==> config.mk <==
export PLATFORM = sky130hd
export DESIGN_NAME = pwm_seq_ctrl
export DESIGN_NICKNAME = d
export VERILOG_FILES = /design/src/rtl/pwm_seq_ctrl.sv
export SDC_FILE = /design/constraint.sdc
export NUM_CORES = 1
export LEC_CHECK = 0
export BUFFER_PORTS_ARGS = -buffer_cell sky130_fd_sc_hd__buf_2
export CAP_MARGIN = 20
export CORE_ASPECT_RATIO = 1.4
export CORE_MARGIN = 2
export CORE_UTILIZATION = 60
export DETAILED_ROUTE_END_ITERATION = 6
export PLACE_DENSITY = 0.87
export SETUP_SLACK_MARGIN = 0.4
export SYNTH_ARGS = -nofsm -noshare
export SYNTH_HDL_FRONTEND = slang
export SYNTH_SLANG_ARGS = --single-unit
==> constraint.sdc <==
create_clock -name io_clk -period 20.1 [get_ports io_clk]
set_input_delay 2.01 -clock io_clk [delete_from_list [all_inputs] [get_ports io_clk]]
set_output_delay 2.01 -clock io_clk [all_outputs]
set_load 0.02 [all_outputs]
==> src/rtl/pwm_seq_ctrl.sv <==
// Segment sequencer driving one pwm_pulse through a programmed burst table.
// Optional looping is compiled in with `define PWM_SEQ_LOOP_EN.
module pwm_seq_ctrl #(
    parameter int _RAM_WIDTH = 32,
    parameter int SEG_NUM    = 4,
    parameter int SEG_AW     = 2,
    parameter int REL_CYC    = 3
) (
    input  logic                  io_clk,
    input  logic                  io_rst,
    input  logic                  cfg_we,
    input  logic [SEG_AW-1:0]     cfg_addr,
    input  logic [1:0]            cfg_sel,
    input  logic [_RAM_WIDTH-1:0] cfg_wdata,
    output logic                  cfg_err,
    input  logic                  io_start,
    input  logic                  io_stop,
    input  logic                  io_loop,
    output logic                  pwm_en,
    output logic [_RAM_WIDTH-1:0] pwm_pulseWidth,
    output logic [_RAM_WIDTH-1:0] pwm_unaccessWidth,
    output logic [_RAM_WIDTH-1:0] pwm_pusle_times,
    input  logic                  pwm_pulse_valid,
    output logic                  seq_busy,
    output logic                  seq_done,
    output logic                  seq_abort,
    output logic [SEG_AW-1:0]     cur_seg
);

    localparam int CNT_W = $clog2(REL_CYC + 1);
    localparam logic [CNT_W-1:0]  REL_LOAD = CNT_W'(REL_CYC - 1);
    localparam logic [SEG_AW-1:0] LAST_SEG = SEG_AW'(SEG_NUM - 1);

    localparam logic [2:0] S_IDLE  = 3'd0;
    localparam logic [2:0] S_LOAD  = 3'd1;
    localparam logic [2:0] S_RUN   = 3'd2;
    localparam logic [2:0] S_GAP   = 3'd3;
    localparam logic [2:0] S_DRAIN = 3'd4;
    localparam logic [2:0] S_DONE  = 3'd5;

    logic [2:0]            state;
    logic [CNT_W-1:0]      rel_cnt;
    logic [_RAM_WIDTH-1:0] tbl_width [SEG_NUM];
    logic [_RAM_WIDTH-1:0] tbl_gap   [SEG_NUM];
    logic [_RAM_WIDTH-1:0] tbl_count [SEG_NUM];
    logic                  cfg_ok;
    logic                  loop_go;

`ifdef PWM_SEQ_LOOP_EN
    assign loop_go = io_loop;
`else
    logic unused_loop;
    assign unused_loop = io_loop;
    assign loop_go     = 1'b0;
`endif

    assign cfg_ok   = cfg_we && (state == S_IDLE) && (cfg_sel != 2'd3);
    assign seq_busy = (state != S_IDLE);
    // Done is suppressed combinationally so a stop or loop request in DONE wins.
    assign seq_done = (state == S_DONE) && !io_stop && !loop_go;

    always_ff @(posedge io_clk or posedge io_rst) begin
        if (io_rst) begin
            for (int i = 0; i < SEG_NUM; i++) begin
                tbl_width[i] <= '0;
                tbl_gap[i]   <= '0;
                tbl_count[i] <= '0;
            end
        end else if (cfg_ok) begin
            case (cfg_sel)
                2'd0:    tbl_width[cfg_addr] <= cfg_wdata;
                2'd1:    tbl_gap[cfg_addr]   <= cfg_wdata;
                2'd2:    tbl_count[cfg_addr] <= cfg_wdata;
                default: ;
            endcase
        end
    end

    always_ff @(posedge io_clk or posedge io_rst) begin
        if (io_rst) begin
            state             <= S_IDLE;
            rel_cnt           <= '0;
            cur_seg           <= '0;
            pwm_en            <= 1'b0;
            pwm_pulseWidth    <= '0;
            pwm_unaccessWidth <= '0;
            pwm_pusle_times   <= '0;
            seq_abort         <= 1'b0;
            cfg_err           <= 1'b0;
        end else begin
            seq_abort <= 1'b0;
            cfg_err   <= cfg_we && !cfg_ok;
            case (state)
                S_IDLE: begin
                    if (io_start && !io_stop) begin
                        cur_seg <= '0;
                        state   <= S_LOAD;
                    end
                end
                S_LOAD: begin
                    if (io_stop) begin
                        rel_cnt <= REL_LOAD;
                        state   <= S_DRAIN;
                    end else begin
                        pwm_pulseWidth    <= tbl_width[cur_seg];
                        pwm_unaccessWidth <= tbl_gap[cur_seg];
                        pwm_pusle_times   <= tbl_count[cur_seg];
                        // A zero count marks the end of the list; continuous mode is never issued.
                        if (tbl_count[cur_seg] == '0) begin
                            state <= S_DONE;
                        end else begin
                            pwm_en <= 1'b1;
                            state  <= S_RUN;
                        end
                    end
                end
                S_RUN: begin
                    if (io_stop) begin
                        pwm_en  <= 1'b0;
                        rel_cnt <= REL_LOAD;
                        state   <= S_DRAIN;
                    end else if (pwm_pulse_valid) begin
                        pwm_en  <= 1'b0;
                        rel_cnt <= REL_LOAD;
                        state   <= S_GAP;
                    end
                end
                S_GAP: begin
                    if (io_stop) begin
                        rel_cnt <= REL_LOAD;
                        state   <= S_DRAIN;
                    end else if (rel_cnt != '0) begin
                        rel_cnt <= rel_cnt - 1'b1;
                    end else if (cur_seg == LAST_SEG) begin
                        state <= S_DONE;
                    end else begin
                        cur_seg <= cur_seg + 1'b1;
                        state   <= S_LOAD;
                    end
                end
                S_DONE: begin
                    if (io_stop) begin
                        rel_cnt <= REL_LOAD;
                        state   <= S_DRAIN;
                    end else if (loop_go) begin
                        cur_seg <= '0;
                        state   <= S_LOAD;
                    end else begin
                        state <= S_IDLE;
                    end
                end
                S_DRAIN: begin
                    if (rel_cnt != '0) begin
                        rel_cnt <= rel_cnt - 1'b1;
                    end else begin
                        seq_abort <= 1'b1;
                        state     <= S_IDLE;
                    end
                end
                default: state <= S_IDLE;
            endcase
        end
    end

endmodule

==> metrics.md <==
| Metric | Value |
|---|---|
| Sequential fraction of design power | `a little under half` |
| Worst Tran Pin Value | `between 1 and 1.5 ns` |
| Number of port buffers | `144` |
| Post-DRT Antenna Nets | `0` |
| Syn Area/Cell | `about 16 um2` |
| Gp weighted congestion | `approximately 0.8` |
| Drt via density | `around 6.1` |
| Fraction of layout cells with a size suffix above 1 | `a little under a third` |
| Initial antenna violation count | `0` |
| Final setup violation count | `0` |
| Postcts setup bufs | `0` |
| Area Overhead vs Synth | `12.4%` |
| CP Data Required Time | `~18 ns` |
| Max_cap viols | `0` |
| Register clock-pin slew on the reported worst setup and hold paths | `around 0.060 ns` |
| Crit-path max FO | `12` |
| DPL Wire Length | `~26000 um` |
| DRT Pass-1 Iters | `5` |
| Largest net degree at the start of global routing | `~180` |
| Psw | `between 1 and 1.5 mW` |
| Worst Path Arrival | `approximately 2.5 ns` |
| R2R setup slack | `16.50 ns` |
| DIE AREA | `around 36000 um2` |
| Distinct cells, synth | `38` |
| Syn nets | `about 1.3k` |
| Vias in the first global route | `around 12k` |
| Fin Setup TNS | `0 ns` |
| CP Launch Type | `input pin` |
| Clk root buf | `clkbuf_16` |
| Period minus WS final | `4.55 ns` |
| Total global routing overflow | `0` |
| Commonest non-fill, non-tap cell in the layout | `dfrtp_1` |
| PD cells | `about 150 nW/um2` |
| Drt wl/cell | `about 23 um` |
| Final hold viol count | `0` |
| Nets | `between 1k and 1.5k` |
| Global-route usage over all layers | `~25%` |
| Clk_lat worst skew | `around 0.56 ns` |
| Clock power frac | `between 20% and 30%` |
| ANT cells | `0` |
| Die W | `161 um` |
| Fraction of the yosys area taken by sequential cells | `58.9%` |
| CTS sink cnt | `between 400 and 500` |
| Number of DRC markers in iteration 0 | `758` |
| Comb pwr share | `28.8%` |
| Core box area | `34100 um2` |
| Total number of vias | `11.3k` |
| DR DRC count | `0` |
| Routed WL | `43200 um` |
| Slew margin rel. | `roughly a third` |
| Num rows | `80` |
| I/O pin count | `roughly 150` |
| Tcrit/Tclk final | `between 20% and 30%` |
| VDD IR-drop max | `between 0.09 and 0.1 mV` |
| Internal Pwr Total | `around 2.5 mW` |
| Switching share of power | `30.6%` |
| Die H | `roughly 220 um` |
| CP Class | `in2out` |
| Worst Skew | `approximately 0.015 ns` |
| Max Slew Vio Count | `0` |
| Most frequent cells in the layout | `dfrtp_1 (488), mux2_1 (390), buf_2 (144), mux4_2 (96), mux2_2 (92)` |
| Hold WS | `0.481 ns` |
| Type of the most critical hold path | `reg2reg` |
| Initial Util | `roughly three fifths` |
| Post-Syn Area | `around 21000 um2` |
| RSZ-0062 raised after global routing | `no` |
| CTS Buf Count | `44` |
| Ys Warns | `0` |
| Post-CTS Resized | `0` |
| First-pass GRT wire length | `69900 um` |
| CTS Hold Bufs | `0` |
| P_leak | `11.0 nW` |
| CTS tree | `yes` |
| Clock tree buffer depth | `3` |
| H-tree Lvls | `2` |
| Syn Inst Count | `~1.3k` |
| Fmax | `~220 MHz` |
| Status | `finished, final reports clean` |
| Yosys reg bits | `490` |
| Critical path endpoint category | `output port` |
[routing by layer]
| layer | wire [um] | part of all wire [%] | track usage [%] |
|---|---|---|---|
| met1 | 17800 | 41 | 33.4 |
| met3 | 2060 | 4.8 | 3.63 |
| met4 | 1120 | 2.6 | 8.04 |
| met5 | 0 | 0 | 0 |
| met2 | 22300 | 51 | 42.5 |
[kinds of logic (layout without fill, tap and decap cells)]
kind of cell             Yosys count  after routing  synth area share, %
multiplexers                     578            578                 36.5
flip-flops                       490            490                 58.9
adder cells (fa/ha/maj)            1              1               0.0601
buffers and inverters            112            250                 2.34
AO/OA/AOI/OAI                     22             22                0.625
AND/OR/NAND/NOR                   62             62                 1.60
[per-stage QoR]
stage          total power, mW  setup WS (ns)  instances  utilization, %  instance area (um2)
2_1_floorplan             2.38           4.41       1265               -                20800
3_3_place_gp              2.63          15.55       1771            64.0                21800
3_5_place_dp              2.71          15.56       1771            64.0                21800
4_1_cts                   3.58          15.55       1850            68.3                23300
5_1_grt                   3.75          15.50       1854            68.6                23400
6_report                  3.56          15.55       1854            68.6                23400
[sequential cells by signal, summed over array words and instances, names as in the netlist, 2 cells and up]
signal / cells
pwm_pulseWidth: 32
state: 3
cur_seg: 2
tbl_width: 128
pwm_unaccessWidth: 32
tbl_gap: 128
pwm_pusle_times: 32
tbl_count: 128
rel_cnt: 2
[worst paths after layout]
| check | startpoint | cells past startpoint | end |
|---|---|---|---|
| min in group asynchronous | io_rst | 2 | tbl_width[53] |
| worst min-delay path | tbl_width[45] | 1 | tbl_width[45] |
| max in group asynchronous | io_rst | 3 | cur_seg[1] |
| worst min register to register | tbl_width[45] | 1 | tbl_width[45] |
| worst max register to register | cur_seg[1] | 7 | state[2] |
| worst max-delay path | io_stop | 3 | seq_done |
[Yosys cell counts, drive strengths merged]
cell type | count | area share [%]
a22oi | 1 | 0.036
o221ai | 1 | 0.042
a21boi | 1 | 0.036
nor2 | 8 | 0.14
or3 | 2 | 0.060
clkbuf | 58 | 1.0
a31oi | 1 | 0.030
o31ai | 1 | 0.036
o22a | 1 | 0.042
ha | 1 | 0.060
dfrtp | 490 | 59
o22ai | 1 | 0.030
nand4 | 2 | 0.060
o21ai | 10 | 0.24
inv | 4 | 0.072
nor3 | 9 | 0.26
or2 | 1 | 0.030
mux2 | 482 | 26
nand2 | 19 | 0.34
nand2b | 1 | 0.030
and3 | 2 | 0.060
nand3 | 1 | 0.024
a21oi | 4 | 0.096
a21o | 1 | 0.036
mux4 | 96 | 10
nor3b | 5 | 0.23
nor4 | 8 | 0.24
nor2b | 4 | 0.12
buf | 50 | 1.2
[layout make-up]
| cell class | instances | area [um2] |
|---|---|---|
| Timing Repair Buffer | 167 | 978 |
| Inverter | 4 | 22.5 |
| Multi-Input combinational cell | 663 | 8110 |
| Clock inverter | 17 | 225 |
| Clock buffer | 62 | 1240 |
| Tap cell | 451 | 564 |
| Sequential cell | 490 | 12300 |
| Fill cell | 2171 | 10700 |
[power groups by stage]
stage / clock network, mW / logic (mW) / registers, mW
6_report: 0.853 / 1.02 / 1.68
4_1_cts: 0.872 / 1.02 / 1.69
3_3_place_gp: 0 / 0.970 / 1.66
3_5_place_dp: 0 / 1.01 / 1.70
5_1_grt: 0.910 / 1.11 / 1.73
2_1_floorplan: 0 / 0.662 / 1.72
[worst max-delay path: stages]
cell and delay, ns:
buf_2 0.17, nor3_1 0.17, buf_2 0.19
Power figures use the tool's default switching activity.
